$ cat config.mk
export PLATFORM = sky130hd
export DESIGN_NAME = led_tick_counter
export DESIGN_NICKNAME = d
export VERILOG_FILES = /design/src/rtl/led_tick_counter.sv
export SDC_FILE = /design/constraint.sdc
export NUM_CORES = 1
export LEC_CHECK = 0
export BUFFER_PORTS_ARGS = -buffer_cell sky130_fd_sc_hd__buf_2
export CAP_MARGIN = 20
export CORE_ASPECT_RATIO = 1.4
export CORE_MARGIN = 1
export CORE_UTILIZATION = 40
export CTS_CLUSTER_DIAMETER = 50
export DETAILED_ROUTE_END_ITERATION = 10
export PLACE_DENSITY = 0.63
export SLEW_MARGIN = 20
export SYNTH_ARGS = -nofsm -noshare
export SYNTH_HDL_FRONTEND = slang
export SYNTH_SLANG_ARGS = --single-unit
$ cat constraint.sdc
create_clock -name CLK -period 2.5 [get_ports CLK]
set_input_delay 0.125 -clock CLK [delete_from_list [all_inputs] [get_ports CLK]]
set_output_delay 0.125 -clock CLK [all_outputs]
set_load 0.05 [all_outputs]
$ cat src/rtl/led_tick_counter.sv
// Prescaled LED pattern generator: every TICK_DIV enabled cycles the LED
// register steps up, down, rotates or holds, and TICK pulses for one cycle.
module led_tick_counter #(
  parameter int TICK_DIV = 25000000,
  parameter int N_LED    = 4
) (
  input  logic             CLK,
  input  logic             RST_N,
  input  logic             EN,
  input  logic             CLR,
  input  logic [1:0]       MODE,
  output logic [N_LED-1:0] LED,
  output logic             TICK
);

  localparam int PW = (TICK_DIV > 1) ? $clog2(TICK_DIV) : 1;
  localparam logic [PW-1:0] LAST = PW'(TICK_DIV - 1);

  typedef enum logic [1:0] {
    MODE_UP   = 2'b00,
    MODE_DOWN = 2'b01,
    MODE_ROT  = 2'b10,
    MODE_HOLD = 2'b11
  } mode_t;

  logic [PW-1:0]    presc;
  logic [N_LED-1:0] led_rot;
  logic [N_LED-1:0] led_next;
  logic             at_last;

  assign at_last = (presc == LAST);

  // An all-zero pattern would rotate forever as zero, so it seeds a single lit LED.
  generate
    if (N_LED == 1) begin : g_rot1
      assign led_rot = 1'b1;
    end else begin : g_rotn
      assign led_rot = (LED == '0) ? N_LED'(1) : {LED[N_LED-2:0], LED[N_LED-1]};
    end
  endgenerate

  always_comb begin
    led_next = LED;
    case (mode_t'(MODE))
      MODE_UP:   led_next = LED + N_LED'(1);
      MODE_DOWN: led_next = LED - N_LED'(1);
      MODE_ROT:  led_next = led_rot;
      MODE_HOLD: led_next = LED;
      default:   led_next = LED;
    endcase
  end

  // CLR outranks EN; EN=0 freezes counting but still drops TICK.
  always_ff @(posedge CLK or negedge RST_N) begin
    if (!RST_N) begin
      presc <= '0;
      LED   <= '0;
      TICK  <= 1'b0;
    end else if (CLR) begin
      presc <= '0;
      LED   <= '0;
      TICK  <= 1'b0;
    end else if (EN) begin
      if (at_last) begin
        presc <= '0;
        TICK  <= 1'b1;
        LED   <= led_next;
      end else begin
        presc <= presc + PW'(1);
        TICK  <= 1'b0;
      end
    end else begin
      TICK <= 1'b0;
    end
  end

endmodule

# Word level (Yosys, flattened, before mapping)

Index checks and enable logic that the tools add are counted.

$lt $le $gt $ge: 0
Muxes and demuxes: 11
Multiply operators: 0
Div/mod/pow operators: 0
Shift operators: 0
Reductions and logical operators: 5
Eq/ne operators: 5
Add/subtract/negate cells: 3
Bitwise operators: 0

Operators by type and width:

| cell                                                | count |
|---|---|
| 2-to-1 mux 25 bit                                   | 3 |
| adder 25 x 1 -> 25 bit, second input constant       | 1 |
| equality test 25 bit, second input constant         | 1 |
| 2-to-1 mux 4 bit                                    | 4 |
| one-hot mux 4 bit (3 select lines)                  | 1 |
| adder 4 x 1 -> 4 bit, second input constant         | 1 |
| equality test 2 bit, second input constant          | 2 |
| zero test 4 bit                                     | 1 |
| nonzero test 2 bit                                  | 2 |
| subtractor 4 x 1 -> 4 bit, second input constant    | 1 |
| 2-to-1 mux 1 bit                                    | 3 |
| AND reduction 3 bit                                 | 1 |
| equality test 2 x 1 -> 1 bit, second input constant | 1 |
| zero test 2 bit                                     | 1 |
| inequality test 2 bit, second input constant        | 1 |

Bits in latches: 0
Memories: 0
Bits in read-only memories: 0
Bits of input ports: 6
Output and inout port bits: 5
Word-level logic and storage cells: 27
Register bits: 30
Bits in writable memories: 0

# Logic depth before layout (Yosys ltp)

Gate-level depths: netlist of the first run.

Word-level depth: 6
Mapped depth: 8
Mapped depth without buffers: 7

# Worst setup path before layout of the first run

Ideal clock, no wire load.

Path kind: register -> register
Start point: register presc[0]
End point: register presc[22]
Buffers on the path: 1
Required time: 2.427 ns
Clock period less this slack: 2.063 ns
Setup time: 0.073 ns
Stages on the path, launching flop included: 7
Arrival: 1.990 ns
Setup slack: 0.437 ns
Path through: dfrtp_1 > ha_1 > o2111ai_1 > or4_4 > buf_6 > or4_4 > a21oi_2

Longest elaborated chain between the ends: 4
Elaborated cells on any way between the ends: 5
Those cells by class: add/sub: 1; eq/ne: 1; mux: 3

Ends and longest elaborated chain:

| item                                                                  | line   | text |
|---|---|---|
| from (decl)                                                           | 26     | `logic [PW-1:0] presc;` |
| from (signal assigned)                                                | 69     | `presc <= presc + PW'(1);` |
| adder 25 x 1 -> 25 bit / equality test 25 bit (equally long branches) | 69, 31 |  |
| 2-to-1 mux 25 bit *                                                   | 64     | `if (at_last) begin` |
| 2-to-1 mux 25 bit *                                                   | 63     | `end else if (EN) begin` |
| 2-to-1 mux 25 bit *                                                   | 59     | `end else if (CLR) begin` |

Every way passes the cells marked *; elsewhere a longest branch is shown, timed or not. The select of a mux whose other input is x is not followed.
A chain may end at the register's enable or synchronous reset.

# Final worst setup path of the first run

Start point: register presc[0]
End point: register LED[1]

Longest elaborated chain between the ends: 3

Ends and longest elaborated chain:

| item                          | line | text |
|---|---|---|
| equality test 25 bit          | 31   | `assign at_last = (presc == LAST);` |
| nonzero test 2 bit (no line)  | n/a  |  |
| AND reduction 3 bit (no line) | n/a  |  |
| to (signal assigned)          | 67   | `LED <= led_next;` |
| to (decl)                     | 12   | `output logic [N_LED-1:0] LED,` |

No other way between the ends.

==> flow_summary.toml, run 1 <==
[status]
status = "finished clean"

[timing]
setup_violations = 0
rsz0062_at_grt = "false"
tns_ns = 0
hold_viol_final = 0
clock_skew_ns = 0.003888
worst_pin_slew_ns = 0.6692
period_share_pct = 83.57
max_freq_mhz = 478.6
relSlewSlack_pct = 55.39
slew_viol_final = 0
final.min_clock_period_ns = 2.089
whs_ns = 0.2500

[critical_path]
r2r_setup_slack_ns = 0.41
crit_chain = "ha_1 > nand4_1 > or4_1 > a211o_1 > mux2_1"
r2r_cells = 5
max_stage_delay_ns = 0.51
crit_fanout = 6
critPathArrivalTime_ns = 2.24
slowest_stage = "or4_1"
endpoint_kind = "register"
critical_path.top_delay_family = "simple AND/OR/NAND/NOR gates"
r2r-end = "LED[1]$_DFFE_PN0P_"
worst_setup_path_start_kind = "register"
cp_num_buf_inv = 0
crit_type = "reg2reg"
crit_required_ns = 2.65
r2r-start = "presc[0]$_DFFE_PN0P_"

[routing]
drt_iter0_drc = 98
wl_met1_mm = 1.791
drc = 0
wl_met3_um = 64
wirelength_mm = 3.927
drt_first_pass_iters = 4
ant_nets = 0
routed.top_layer = "met4"
vias = 1596
post_drt_wl_per_cell_um = 13.88
wl_met2_mm = 2.000
routed_via_density = 5.640

[cts]
clock_sinks = 30
ctsRootBufferMaster = "clkbuf_8"
cts_hold_buf = 1
cts_tree = "built"
htreeDepth = 2
cts_buffer_depth = 2
numCtsBuffers = 5
path_clk_slew_ns = 0.06
postCtsSetupRepairBufs = 0
cts.repair.resized = 0
worstSkewPairLatency_ns = 0.27

[hold_path]
min_from = "EN"
whs_endpoint = "presc[1]$_DFFE_PN0P_"
hold_class = "in2reg"
whs_path_depth = 3

[synth]
netlist_area_um2 = 1876
synth.area.top_cells = "dfrtp_1, xnor2_1, nor2_1, a21oi_1, or3_1"
synth.top_cells.by_count = "dfrtp_1, nor2_1, a21oi_1, nand2_1"
yosysTopAreaCellShare_pct = 40.03
yosys.area.top_type = "dfrtp_1"
synth_cells = 209
synth_ff_type = "dfrtp_1"
ys_seq_area_share_pct = 40.03
synth-seq-cells = 30
synth-async-reset-ratio_pct = 100.0
synth_edf_count = 0
synth_warnings = 0
synth.most_common_cell = "dfrtp_1"
yosysUniqueCellTypes = 49
syn_area_per_cell_um2 = 8.974
syn-num-nets = 217

[final_layout]
final_cells = 283
area_delta_synth_final_pct = 10.27
num_antenna_cells = 0
final_layout_size_suffix_gt1_share_pct = 14.48
n_fill_cell = 477
fin_nets = 228

[placed_design]
portBuffers = 10
dp_hpwl_mm = 2.739
post-place-cells = 274
gp_congestion = 0.7619

[power]
p_per_area_nw_per_um2 = 451.5
power.ir.vdd_worst_v = 0.0002511
clkPwrFrac_pct = 41.8
intPower_w = 0.0007270
p_comb_share_pct = 5.6
swShare_pct = 22.14
p_leak_nw = 0.8039
seq_power_share_pct = 52.6
switchingPower_w = 0.0002067
total_power_w = 0.0009338

[floorplan]
ioPinCount = 11
initial_utilization_pct = 41.69
die-area_um2 = 4970
chipHeight_um = 83.02
chipWidth_um = 59.87
rows = 29
core-area_um2 = 4499

[global_routing]
grt_pass1_wl_mm = 7.065
grtUsageTotal_pct = 18.25
grt_max_degree = 31
grt-ovfl-total = 0
antenna_found_initial = 0
grt_pass1_vias = 1543

[job]
max_cap_viol_count = 0
-- area by class of cell --
type,instances,area [µm²],area share (%)
Clock buffer,7,86.33,4.174
Clock inverter,1,5.005,0.2420
Inverter,9,33.78,1.633
Multi-Input combinational cell,159,1025,49.55
Sequential cell,30,750.7,36.30
Tap cell,62,77.57,3.751
Timing Repair Buffer,15,90.09,4.356
-- cells in the final DEF, fill, tap and decap left out, types with 2 or more instances in the layout --
master / instances
a21o_1: 2
buf_2: 10
and3_1: 2
xnor2_1: 9
dfrtp_1: 30
nor4_1: 4
nand3_1: 6
ha_1: 2
clkbuf_8: 6
o211ai_1: 2
o21ai_0: 8
or4_1: 5
nor2_1: 18
or2_2: 2
a31oi_1: 2
nand4_1: 6
or3_1: 8
nor3_1: 9
a21oi_1: 13
nand3_2: 2
mux2_1: 3
nand2b_1: 5
or4_4: 3
nand2_1: 13
o31ai_1: 5
buf_4: 4
o41ai_1: 2
xor2_1: 3
inv_1: 9
nor2b_1: 7
-- how the worst max path moves through the flow --
stage / from / to / slack [ns] / depth (start not counted)
2_1_floorplan: presc[0]$_DFFE_PN0P_ / presc[22]$_DFFE_PN0P_ / 0.44 / 6
3_3_place_gp: presc[0]$_DFFE_PN0P_ / presc[20]$_DFFE_PN0P_ / 0.48 / 5
3_5_place_dp: presc[0]$_DFFE_PN0P_ / LED[1]$_DFFE_PN0P_ / 0.45 / 5
4_1_cts: presc[0]$_DFFE_PN0P_ / LED[1]$_DFFE_PN0P_ / 0.43 / 5
5_1_grt: presc[0]$_DFFE_PN0P_ / LED[1]$_DFFE_PN0P_ / 0.29 / 5
6_report: presc[0]$_DFFE_PN0P_ / LED[1]$_DFFE_PN0P_ / 0.41 / 5
-- layer usage --
layer | global-route usage, % | up-vias
li1 | - | 788
met1 | 23.70 | 787
met2 | 29.39 | 17
met3 | 3.271 | 4
met4 | 6.977 | 0
met5 | 0 | -
-- worst min-delay path, cell delays in order --
cell and delay, ns:
buf_2 0.17, o211ai_1 0.11, a21oi_1 0.08
-- cell families after synthesis --
family / after synthesis / synth area share (%)
and+or+nand+nor: 96 / 29.29
AOI/OAI and AO/OA: 45 / 16.08
DFF: 30 / 40.03
buffers and inverters: 20 / 5.337
xor gates and xnor gates: 12 / 5.604
muxes: 4 / 2.335
adders and majority gates: 2 / 1.334
-- power groups by stage --
stage | sequential [W] | clock [W] | combinational [W]
final | 0.000491 | 0.000391 | 0.0000519
after global routing | 0.000491 | 0.000427 | 0.0000586
after CTS | 0.000491 | 0.000407 | 0.0000530
after detailed placement | 0.000500 | 0 | 0.0000516
after global placement | 0.000500 | 0 | 0.0000516
after floorplan | 0.000499 | 0 | 0.0000298
-- sequential cells by signal (all words and copies together) (netlist names) --
name and flops:
presc 25, TICK 1, LED 4
-- through the flow --
stage | utilization (%) | instance area (µm²) | worst slack (ns)
floorplan | - | 1876 | 0.4369
global placement | 43.72 | 1967 | 0.4822
detailed placement | 43.72 | 1967 | 0.4475
CTS | 45.97 | 2068 | 0.4264
global route | 45.97 | 2068 | 0.2917
finish | 45.97 | 2068 | 0.4107
No activity file was read; power rests on OpenSTA's default activity.
==> inputs of run 2 (changes only) <==
Settings changed: PLACE_DENSITY 0.63 to 0.65.
Clock period 2.5 ns to 1.9 ns, I/O delays scaled along.
==> run 2 against run 1 <==
Net effect:
- the flow now finishes with violations (setup timing)
- sequential power is 31% higher
- flip-flop and latch count did not move
- first-iteration DRC count down 12%
- via count is 6.4% higher
- register-to-register slack worse by 0.49 ns
- setup slack got worse by 0.49 ns
- clock skew increased by 0.0060 ns
- critical path depth did not move
- wire length is 13% higher
- critical endpoint unchanged
- largest cell class unchanged
==> flow_summary.toml, run 2 (synthesis gave the netlist of run 1 again) <==
[cts]
worstSkewPairLatency_ns = 0.29
clock_sinks = 30
ctsRootBufferMaster = "clkbuf_8"
numCtsBuffers = 5
htreeDepth = 2
path_clk_slew_ns = 0.07
cts_buffer_depth = 2
cts_tree = "built"

[routing]
wl_met2_mm = 2.323
drt_iter0_drc = 86
post_drt_wl_per_cell_um = 14.45
routed.top_layer = "met4"
vias = 1698
routed_via_density = 5.531
wirelength_mm = 4.436
wl_met3_um = 116
ant_nets = 0
wl_met1_mm = 1.897
drc = 0
drt_first_pass_iters = 4

[timing]
hold_viol_final = 0
clock_skew_ns = 0.009904
worst_pin_slew_ns = 0.6746
slew_viol_final = 0
rsz0062_at_grt = "true"
setup_violations = 12
relSlewSlack_pct = 55.03
whs_ns = 0.1613
max_freq_mhz = 506.4
layout_setup_ws_ns = -0.07489
final.min_clock_period_ns = 1.975
period_share_pct = 103.9

[critical_path]
worst_setup_path_start_kind = "register"
startpoint = "presc[0]$_DFFE_PN0P_"
r2r-start = "presc[0]$_DFFE_PN0P_"
crit_fanout = 4
critPathArrivalTime_ns = 2.14
critical_path.top_delay_family = "simple AND/OR/NAND/NOR gates"
cp_num_buf_inv = 0
max_stage_delay_ns = 0.52
endpoint_kind = "register"
crit_type = "reg2reg"
r2r_setup_slack_ns = -0.07
crit_chain = "ha_4 > nand4_1 > or4_4 > a211o_4 > mux2_4"
crit_required_ns = 2.06
slowest_stage = "or4_4"

[final_layout]
n_fill_cell = 458
fin_nets = 252
area_delta_synth_final_pct = 28.29
top_regs = "presc x25, LED x4, TICK x1"
top_register = "presc"
mostFrequentLayoutCell = "dfrtp_1"
num_antenna_cells = 0
final_cell_mix = "dfrtp_1, buf_4, nor2_1, nand2_1, buf_2"
final_core_util_pct = 53.48
final_layout_size_suffix_gt1_share_pct = 33.88
largest_reg_flops = 25

[global_routing]
grt_pass1_wl_mm = 7.176
grt_max_degree = 31
grtUsageTotal_pct = 18.67
grt-ovfl-total = 0
grt_pass1_vias = 1629
antenna_found_initial = 0

[floorplan]
core-area_um2 = 4499
chipHeight_um = 83.02
initial_utilization_pct = 41.69
die-area_um2 = 4970
ioPinCount = 11
rows = 29
chipWidth_um = 59.87

[placed_design]
dp_worst_setup_slack_ns = -0.04101
gp_congestion = 0.7557
portBuffers = 10
dp_hpwl_mm = 2.987

[hold_path]
min_from = "CLR"
hold_class = "in2reg"

[status]
status = "complete, but fails checks"
violations = "setup timing"

[power]
p_per_area_nw_per_um2 = 527.3
power.ir.vdd_worst_v = 0.0003896
p_leak_nw = 0.9467
total_power_w = 0.001269

[job]
max_cap_viol_count = 0
## run 2: cell count changes in the layout (fill, tap and decap cells not counted), moves of 5 or more
cell     delta
a21oi_1     -7
a21oi_2     +7
or4_1       -5
or4_4       +5
buf_6       +6
buf_4      +17
## run 2: final cells by class
class	instances	area (µm²)	share of cell area, %
clock buffer	6	82.58	3.432
clock inverter	2	12.51	0.5200
inverter	9	33.78	1.404
multi-input combinational	160	1161	48.26
sequential	30	753.2	31.31
tap	62	77.57	3.224
timing repair buffer	38	285.3	11.86
## run 2: where the power goes
group / internal (W) / leakage (nW) / switching [W]
Combinational: 0.0000354 / 0.485 / 0.0000542
Clock: 0.000291 / 0.0472 / 0.000243
Sequential: 0.000642 / 0.415 / 0.00000360
## run 2: per-layer routing
layer | vias up | GRT usage (%)
met5 | - | 0
met4 | 0 | 6.977
met3 | 9 | 3.738
met2 | 24 | 32.42
met1 | 833 | 21.71
li1 | 832 | -
## run 2: per-stage QoR
step	setup TNS [ns]	cell area, µm²	std cells
3_3_place_gp	0	2141	296
2_1_floorplan	-0.5345	1886	209
3_5_place_dp	-0.1163	2141	296
5_1_grt	-1.491	2406	307
6_report	-0.4973	2406	307
4_1_cts	-0.3735	2253	305
## run 2: final timing paths
path,to,cells past startpoint
max in group asynchronous,presc[2]$_DFFE_PN0P_,2
worst min-delay path,presc[24]$_DFFE_PN0P_,2
worst max register to register,LED[1]$_DFFE_PN0P_,5
worst min register to register,presc[11]$_DFFE_PN0P_,2
worst max-delay path,LED[1]$_DFFE_PN0P_,5
min in group asynchronous,presc[21]$_DFFE_PN0P_,2
## run 2: timing repair
action / CTS / global route
gates resized for setup: 2 / 31
hold buffers: 1 / 0
pin swaps: 0 / 9
buffers inserted: 0 / 1
endpoints found under the hold margin: 30 / 0
setup endpoints to repair: 15 / 25
cloned: 0 / 1
==> inputs of run 3 (changes only) <==
Settings changed: CORE_UTILIZATION 40 to 50, CTS_BUF_LIST from default to sky130_fd_sc_hd__clkbuf_4 sky130_fd_sc_hd__clkbuf_8, PLACE_DENSITY 0.65 to 0.77.
==> run 3 against run 2 <==
Net effect:
- critical endpoint is now LED[0]$_DFFE_PN0P_
- global-route usage up 4.2 points
- hold slack worse by 0.12 ns
- fmax up 1.8%
- first-iteration DRC count down 43%
- sequential share of layout area up 2.0 points
- largest power group unchanged
- die area down 19%
- highest routed layer unchanged
- the flow still finishes with violations (setup timing)
- design area down 6.2%
- utilization up 9.0 points
==> flow_summary.toml, run 3 (synthesis gave the netlist of run 1 again) <==
[status]
status = "complete, but fails checks"
violations = "setup timing"

[critical_path]
critical_path.top_delay_family = "simple AND/OR/NAND/NOR gates"
crit_required_ns = 2.07
r2r_setup_slack_ns = -0.04
r2r-end = "LED[0]$_DFFE_PN0P_"
worst_setup_path_start_kind = "register"
endpoint_kind = "register"
r2r_cells = 5
r2r-start = "presc[0]$_DFFE_PN0P_"
crit_fanout = 4
critPathArrivalTime_ns = 2.11
startpoint = "presc[0]$_DFFE_PN0P_"
cp_num_buf_inv = 0
max_stage_delay_ns = 0.51
crit_type = "reg2reg"
slowest_stage = "or4_4"
crit_chain = "ha_2 > nand4_1 > or4_4 > a211o_1 > mux2_1"

[final_layout]
fin_nets = 251
multi_input_comb_area_um2 = 1037
top_register = "presc"
seqCellArea_um2 = 750.7
num_antenna_cells = 0
final_layout_size_suffix_gt1_share_pct = 24.18
n_fill_cell = 305
final_cell_mix = "dfrtp_1, buf_4, nor2_1, nand2_1, a21oi_1"
largest_reg_flops = 25
area_delta_synth_final_pct = 20.35
final_core_util_pct = 62.51
top_regs = "presc x25, LED x4, TICK x1"
mostFrequentLayoutCell = "dfrtp_1"

[global_routing]
grtUsageTotal_pct = 22.83
antenna_found_initial = 0
grt-ovfl-total = 0
grt_pass1_wl_mm = 6.582
grt_max_degree = 31
grt_pass1_vias = 1507

[floorplan]
rows = 26
die-area_um2 = 4003
core-area_um2 = 3611
chipWidth_um = 53.76
initial_utilization_pct = 51.94
chipHeight_um = 74.47
ioPinCount = 11

[timing]
relSlewSlack_pct = 54.97
rsz0062_at_grt = "true"
final.min_clock_period_ns = 1.940
max_freq_mhz = 515.6
clock_skew_ns = 0.009033
hold_viol_final = 0
whs_ns = 0.04250
layout_setup_ws_ns = -0.03959
period_share_pct = 102.1
setup_violations = 4
worst_pin_slew_ns = 0.6755
slew_viol_final = 0

[power]
clkPwrFrac_pct = 46.4
p_leak_nw = 0.9316
intPower_w = 0.001058
p_per_area_nw_per_um2 = 600.8
power.ir.vdd_worst_v = 0.0003939
switchingPower_w = 0.0002978
p_comb_share_pct = 6.1
swShare_pct = 21.96
seq_power_share_pct = 47.5

[job]
max_cap_viol_count = 0

[cts]
cts_buffer_depth = 2
clock_sinks = 30
ctsRootBufferMaster = "clkbuf_8"
htreeDepth = 2
numCtsBuffers = 5
worstSkewPairLatency_ns = 0.29
path_clk_slew_ns = 0.06
cts_tree = "built"

[routing]
ant_nets = 0
drt_iter0_drc = 49
routed_via_density = 5.937
drc = 0
drt_first_pass_iters = 5
vias = 1698
wirelength_mm = 4.110
post_drt_wl_per_cell_um = 14.37

[placed_design]
gp_congestion = 0.8312
dp_worst_setup_slack_ns = -0.04852
portBuffers = 10
dp_hpwl_mm = 2.964

[hold_path]
min_from = "CLR"
hold_class = "in2reg"
whs_endpoint = "presc[2]$_DFFE_PN0P_"
whs_path_depth = 2
run 3: cell count changes in the layout (fill, tap and decap cells not counted), sizes merged:
cell	delta
bufinv	+1
clkbuf	-1
clkinv	+1
clkinvlp	-1
or4	-1
run 3: how the worst max path moves through the flow:
stage | end | cells past startpoint
global placement | LED[0]$_DFFE_PN0P_ | 5
CTS | LED[0]$_DFFE_PN0P_ | 5
finish | LED[0]$_DFFE_PN0P_ | 5
floorplan | LED[0]$_DFFE_PN0P_ | 6
detailed placement | presc[24]$_DFFE_PN0P_ | 6
global route | LED[2]$_DFFE_PN0P_ | 5
run 3: worst reg2reg max path: stages (launching register included):
cell and delay [ns]:
dfrtp_1 0.36, ha_2 0.20, nand4_1 0.12, or4_4 0.51, a211o_1 0.31, mux2_1 0.33
run 3: stage by stage:
step                std cells  power (W)  TNS (ns)  cell area, µm²
floorplan                 209  0.0006970   -0.5345            1886
global placement          276  0.0007336         0            2116
detailed placement        276  0.0007352   -0.2061            2116
CTS                       285   0.001364   -0.1713            2250
global route              286   0.001410    -2.277            2257
finish                    286   0.001356   -0.1468            2257
run 3: repair_timing:
item,CTS,global route
endpoints found under the setup margin,23,25
gates cloned,0,0
hold buffers,1,0
gates resized for setup,4,0
hold endpoints to repair,30,0
pin swaps,1,1
setup buffers,0,1
run 3: power groups by stage:
stage / logic, W / clock network, W / registers (W)
after floorplan: 0.0000398 / 0 / 0.000657
after global placement: 0.0000782 / 0 / 0.000655
after detailed placement: 0.0000795 / 0 / 0.000656
after CTS: 0.0000834 / 0.000637 / 0.000644
after global routing: 0.0000924 / 0.000674 / 0.000644
final: 0.0000827 / 0.000629 / 0.000644
run 3: layout make-up:
class	instances	share of cell area, %
clock buffer	5	3.049
clock inverter	3	1.774
inverter	9	1.497
multi-input combinational	159	45.95
sequential	30	33.26
tap	42	2.328
timing repair buffer	38	12.14
run 3: metal layers:
| metal | vias to the layer above | track usage [%] | part of all wire, % |
|---|---|---|---|
| met5 | - | 0 | 0 |
| met4 | 0 | 10.53 | 2.3 |
| met3 | 11 | 5.930 | 3.6 |
| met2 | 37 | 40.05 | 52 |
| met1 | 816 | 24.84 | 42 |
| li1 | 834 | - | - |
